### src/rtl/dca_lpi_outstanding_tracker_pkg.sv
// dca_lpi_outstanding_tracker_pkg: shared width helpers for the LPI outstanding tracker and LSU front-ends
package dca_lpi_outstanding_tracker_pkg;
  function automatic int chid_w(input int n);
    return n > 1 ? $clog2(n) : 1;
  endfunction
  function automatic int cnt_w(input int depth);
    return $clog2(depth + 1);
  endfunction
endpackage

### src/rtl/dca_lpi_tag_fifo.sv
// dca_lpi_tag_fifo: in-order channel-id FIFO with push/pop, flush, full/empty, count and head
module dca_lpi_tag_fifo
  import dca_lpi_outstanding_tracker_pkg::*;
#(
  parameter int W = 1,
  parameter int DEPTH = 4,
  localparam int PW = $clog2(DEPTH),
  localparam int CW = cnt_w(DEPTH)
) (
  input  logic          clk,
  input  logic          rst,
  input  logic          flush,
  input  logic          push,
  input  logic [W-1:0]  din,
  input  logic          pop,
  output logic          full,
  output logic          empty,
  output logic [CW-1:0] count,
  output logic [W-1:0]  head
);
  logic [W-1:0] mem_q [DEPTH];
  logic [W-1:0] mem_d [DEPTH];
  logic [PW-1:0] wr_q, wr_d, rd_q, rd_d;
  logic [CW-1:0] count_q, count_d;
  logic do_push, do_pop;
  assign full = count_q == CW'(DEPTH);
  assign empty = count_q == '0;
  assign count = count_q;
  assign head = mem_q[rd_q];
  assign do_push = push & !full;
  assign do_pop = pop & !empty;
  always_comb begin
    mem_d = mem_q;
    mem_d[wr_q] = do_push ? din : mem_q[wr_q];
    wr_d = flush ? '0 : wr_q + PW'(do_push);
    rd_d = flush ? '0 : rd_q + PW'(do_pop);
    count_d = flush ? '0 : count_q + CW'(do_push) - CW'(do_pop);
  end
  always_ff @(posedge clk) mem_q <= mem_d;
  always_ff @(posedge clk) begin
    if (rst) begin
      wr_q <= '0;
      rd_q <= '0;
      count_q <= '0;
    end else begin
      wr_q <= wr_d;
      rd_q <= rd_d;
      count_q <= count_d;
    end
  end
endmodule

### src/rtl/dca_lpi_outstanding_tracker.sv
// dca_lpi_outstanding_tracker: round-robin LPI request arbiter with in-order response routing by channel tag
module dca_lpi_outstanding_tracker
  import dca_lpi_outstanding_tracker_pkg::*;
#(
  parameter int NUM_CHANNEL = 2,
  parameter int MAX_OUTSTANDING = 4,
  parameter int BW_LPI_YDATA = 32,
  parameter int BW_LPI_BURDEN = 1,
  localparam int BW_CHID = chid_w(NUM_CHANNEL),
  localparam int BW_CNT = cnt_w(MAX_OUTSTANDING)
) (
  input  logic                    clk,
  input  logic                    rst,
  input  logic                    clear,
  input  logic                    enable,
  input  logic [NUM_CHANNEL-1:0]  ch_sreq_valid,
  output logic [NUM_CHANNEL-1:0]  ch_sreq_ready,
  output logic                    sreq_valid,
  input  logic                    sreq_ready,
  output logic [BW_CHID-1:0]      sreq_chid,
  input  logic                    yvalid,
  output logic                    yready,
  input  logic [BW_LPI_YDATA-1:0] ydata,
  output logic [NUM_CHANNEL-1:0]  ch_yvalid,
  input  logic [NUM_CHANNEL-1:0]  ch_yready,
  output logic [BW_LPI_YDATA-1:0] ch_ydata,
  output logic                    busy,
  output logic [BW_CNT-1:0]       outstanding,
  output logic                    err_unexpected
);
  logic live, full, empty, hs, pop, burden, any_hi;
  logic gnt_valid_q, gnt_valid_d, err_q, err_d;
  logic [BW_CHID-1:0] gnt_q, gnt_d, rr_q, rr_d, pick_hi, pick_lo, head;
  logic [BW_CNT-1:0] count;
  assign live = !rst & !clear;
  always_comb begin
    pick_hi = '0;
    pick_lo = '0;
    any_hi = 1'b0;
    for (int j = NUM_CHANNEL - 1; j >= 0; j--) begin
      pick_lo = ch_sreq_valid[j] ? BW_CHID'(j) : pick_lo;
      pick_hi = ch_sreq_valid[j] && BW_CHID'(j) >= rr_q ? BW_CHID'(j) : pick_hi;
      any_hi = any_hi | (ch_sreq_valid[j] && BW_CHID'(j) >= rr_q);
    end
  end
  assign sreq_valid = live & (gnt_valid_q | (enable & !full & |ch_sreq_valid));
  assign sreq_chid = !live ? '0 : gnt_valid_q ? gnt_q : any_hi ? pick_hi : pick_lo;
  assign hs = sreq_valid & sreq_ready;
  assign ch_sreq_ready = hs ? NUM_CHANNEL'(1) << sreq_chid : '0;
  assign burden = |ydata[BW_LPI_YDATA-1 -: BW_LPI_BURDEN];
  assign yready = live & !empty & (!burden | ch_yready[head]);
  assign ch_yvalid = live & yvalid & !empty & burden ? NUM_CHANNEL'(1) << head : '0;
  assign ch_ydata = ydata;
  assign pop = yvalid & yready;
  assign busy = count != '0;
  assign outstanding = count;
  assign err_unexpected = err_q;
  always_comb begin
    gnt_valid_d = sreq_valid & !sreq_ready;
    gnt_d = sreq_chid;
    rr_d = clear ? '0 : !hs ? rr_q : sreq_chid == BW_CHID'(NUM_CHANNEL - 1) ? '0 : sreq_chid + 1'b1;
    err_d = clear ? 1'b0 : err_q | (yvalid & empty);
  end
  always_ff @(posedge clk) begin
    if (rst) begin
      gnt_valid_q <= 1'b0;
      gnt_q <= '0;
      rr_q <= '0;
      err_q <= 1'b0;
    end else begin
      gnt_valid_q <= gnt_valid_d;
      gnt_q <= gnt_d;
      rr_q <= rr_d;
      err_q <= err_d;
    end
  end
  dca_lpi_tag_fifo #(.W(BW_CHID), .DEPTH(MAX_OUTSTANDING)) u_fifo (
    .clk(clk),
    .rst(rst),
    .flush(clear),
    .push(hs),
    .din(sreq_chid),
    .pop(pop),
    .full(full),
    .empty(empty),
    .count(count),
    .head(head)
  );
endmodule

### config.mk
export PLATFORM = sky130hd
export DESIGN_NAME = dca_lpi_outstanding_tracker
export DESIGN_NICKNAME = d
export VERILOG_FILES = /design/src/rtl/dca_lpi_outstanding_tracker_pkg.sv /design/src/rtl/dca_lpi_tag_fifo.sv /design/src/rtl/dca_lpi_outstanding_tracker.sv
export SDC_FILE = /design/constraint.sdc
export NUM_CORES = 1
export LEC_CHECK = 0
export ABC_CLOCK_PERIOD_IN_PS = 2300
export CAP_MARGIN = 20
export CORE_ASPECT_RATIO = 1.75
export CORE_MARGIN = 5
export CORE_UTILIZATION = 30
export CTS_CLUSTER_DIAMETER = 150
export DETAILED_ROUTE_END_ITERATION = 6
export HOLD_SLACK_MARGIN = 0.06
export PLACE_DENSITY = 0.77
export REMOVE_ABC_BUFFERS = 1
export SLEW_MARGIN = 20
export SYNTH_ARGS = -nofsm -noshare
export SYNTH_HDL_FRONTEND = slang
export SYNTH_HIERARCHICAL = 1
export SYNTH_SLANG_ARGS = --single-unit
### constraint.sdc
create_clock -name clk -period 2.3 [get_ports clk]
set_input_delay 0.46 -clock clk [delete_from_list [all_inputs] [get_ports clk]]
set_output_delay 0.46 -clock clk [all_outputs]
set_load 0.01 [all_outputs]
==> flow_metrics.tcl <==
set metrics [dict create \
    outcome "finished, violations left" \
    violations "setup timing" \
    cts-buffers-inserted 3 \
    overflow 0 \
    finClkSkew_ns 0.00417 \
    cts_tree "built" \
    critical_path_class "reg2reg" \
    synth_warnings 6 \
    syn_inst 108 \
    dp.cells 163 \
    finalWeightedCongestion 0.806 \
    fillCellCount 362 \
    nets 174 \
    cellPowerDensity_nw_per_um2 470 \
    fp.dieH_um 89.1 \
    synth_xor_area_share_pct 4.90 \
    maxCapViolCount 0 \
    start_kind "flip-flop" \
    grt_max_degree 10 \
    firstDrtPassIters 4 \
    clock-root-buffer "clkbuf_8" \
    antenna_left 0 \
    synth_cell_types 36 \
    wl_per_cell_um 19.1 \
    clk_path_buf_depth 2 \
    area_growth_pct 26.9 \
    dp.final_hpwl_um 2590 \
    antennaDiodeCount 0 \
    ir_drop_mv 0.264 \
    grt_pass1_vias 912 \
    vias 819 \
    required_ns 2.46 \
    maxSlewHeadroom_pct 67.8 \
    finalNonFillerCells 173 \
    clk_latency_ns 0.25 \
    cts_hold_buffers 0 \
    cts.htree.levels 1 \
    drc 0 \
    synth_top_family_by_area "buffers and inverters" \
    final_common_cell "buf_4" \
    numPortBuffers 23 \
    leakage_nw 0.577 \
    timing.final.crit_share_pct 112 \
    worst_slew_pin_slew_ns 0.478 \
    netlist_area_um2 1070 \
    dieArea_um2 4920 \
    grt_usage_pct 13.6 \
    tns_ns -0.448 \
    period_needed_ns 2.57 \
    syn_avg_cell_area_um2 9.94 \
    io_pins 86 \
    via_per_inst 4.73 \
    setup_viol 4 \
    fin_util_pct 39.7 \
    clock-sinks 15 \
    cp-end-kind "flip-flop" \
    synthSimpleGateAreaFrac_pct 22.3 \
    finalMaxSlewViolations 0 \
    finalWorstSetupSlack_ns -0.266 \
    grt_pass1_wl_um 5030 \
    row_count 28 \
    layout_common_cells "buf_4, clkdlybuf4s50_1, dfxtp_1" \
    drive_above_1_share_pct 43.8 \
    timing.fmax_ghz 0.390 \
    initial_core_util_pct 31.3 \
    crit_arrival_ns 2.73 \
    holdWs_ns 0.517 \
    drtIter0Drc 19 \
    finalHoldViolCount 0 \
    hp-class "reg2reg" \
    wl_um 3310 \
    cts.clk_slew.worst_paths_ns 0.06 \
    ys_seq_elements 15 \
    cp_max_fo 2 \
    synth_fa_ha_area_share_pct 4.20 \
    ys_seq_area_share_pct 31.7 \
    synth_compound_area_share_pct 6.99 \
    core-area_um2 3430 \
    antenna_found_initial 0 \
    synth_mux_area_share_pct 6.53 \
    fp.dieW_um 55.2 \
    rsz0062_at_grt "true" \
]
flip-flops by register name, summed over array words and instances (netlist names):
| signal | flops |
|---|---|
| u_fifo/wr_q | 2 |
| u_fifo/mem_q | 4 |
| u_fifo/rd_q | 2 |
| gnt_valid_q | 1 |
| u_fifo/count | 3 |
| gnt_q | 1 |
| err_unexpected | 1 |
| rr_q | 1 |
cells by family (layout without fill, tap and decap cells):
family / Yosys count / in the layout
adders and majority gates: 3 / 3
and+or+nand+nor: 35 / 35
muxes: 4 / 4
AOI/OAI and AO/OA: 10 / 10
DFF: 15 / 15
buffers and inverters: 35 / 55
xor gates and xnor gates: 6 / 6
cells in the mapped netlist:
master    number  area [um2]
mux4_2         2        45.0
nand2_2        1        6.26
xor2_1         3        26.3
mux2_4         1        15.0
nor2_4         1        11.3
or3_1          1        6.26
a211oi_1       1        7.51
edfxtp_1       4         120
nand2_1        2        7.51
a21o_1         1        7.51
xnor2_1        3        26.3
nand2b_2       1        8.76
and3_4         1        11.3
inv_1          3        11.3
nor2_1         7        26.3
buf_4         32         240
nand2b_1       1        6.26
o31ai_2        1        12.5
nor3b_2        2        25.0
a21oi_1        3        15.0
nand2b_4       1        13.8
dfxtp_1       11         220
ha_1           2        25.0
o21bai_2       1        11.3
o311ai_0       1        8.76
and4_2         1        10.0
nor2b_1        1        6.26
o21a_1         1        7.51
o21ai_0        1        5.00
and2_1         6        37.5
or2_4          1        8.76
mux2i_1        1        10.0
nor2b_4        1        13.8
fa_1           1        20.0
and2b_1        2        15.0
nor3_1         5        25.0
cell type report:
class                      count  area [um2]  share of cell area (%)
clock inverter                 1        5.00                   0.367
sequential                    15         342                    25.1
tap                           45        56.3                    4.13
clock buffer                   3        41.3                    3.03
inverter                       3        11.3                   0.826
timing repair buffer          48         395                    29.0
multi-input combinational     58         512                    37.6
what timing repair did:
action,4_1_cts,5_1_grt
resized for setup,28,5
pin swaps,3,2
setup buffers,2,4
endpoints found under the setup margin,9,7
hold endpoints to repair,0,0
gates cloned,0,0
power by group:
group | total (mW) | internal (mW) | switching (mW)
combinational | 0.139 | 0.0860 | 0.0531
sequential | 0.292 | 0.286 | 0.00582
clock | 0.210 | 0.120 | 0.0898
total | 0.640 | 0.492 | 0.149
layer usage:
layer	track usage, %	wire length, um	vias to the layer above
met4	3.98	29	0
met1	14.4	1260	383
met3	12.7	613	4
met2	19.1	1410	62
li1	-	-	370
met5	3.06	0	-
per-stage QoR:
step / power (mW) / worst slack, ns / area [um2]
global route: 0.669 / -0.427 / 1360
finish: 0.640 / -0.266 / 1360
CTS: 0.635 / -0.284 / 1350
detailed placement: 0.410 / -0.599 / 1260
global placement: 0.405 / -0.493 / 1260
floorplan: 0.346 / -0.234 / 833
critical path, cell delays in order (launching register included):
cell and delay, ns:
edfxtp_1 0.41, mux4_2 0.51, mux2i_2 0.19, a21oi_2 0.18, o31ai_2 0.10, xor2_1 0.15, ha_2 0.20, fa_2 0.33
xnor2_1 0.14, xnor2_1 0.12, nor3_1 0.14
final timing paths:
path                                                 from                         end  slack [ns]  cells after the start
worst max-delay path            u_fifo/mem_q[3]$_DFFE_PP_  u_fifo/count[2]$_SDFF_PP0_       -0.27                     10
worst min-delay path            err_unexpected$_SDFF_PP0_   err_unexpected$_SDFF_PP0_        0.52                      2
worst max register to register  u_fifo/mem_q[3]$_DFFE_PP_  u_fifo/count[2]$_SDFF_PP0_       -0.27                     10
worst min register to register  err_unexpected$_SDFF_PP0_   err_unexpected$_SDFF_PP0_        0.52                      2
(Power assumes the default switching activity.)
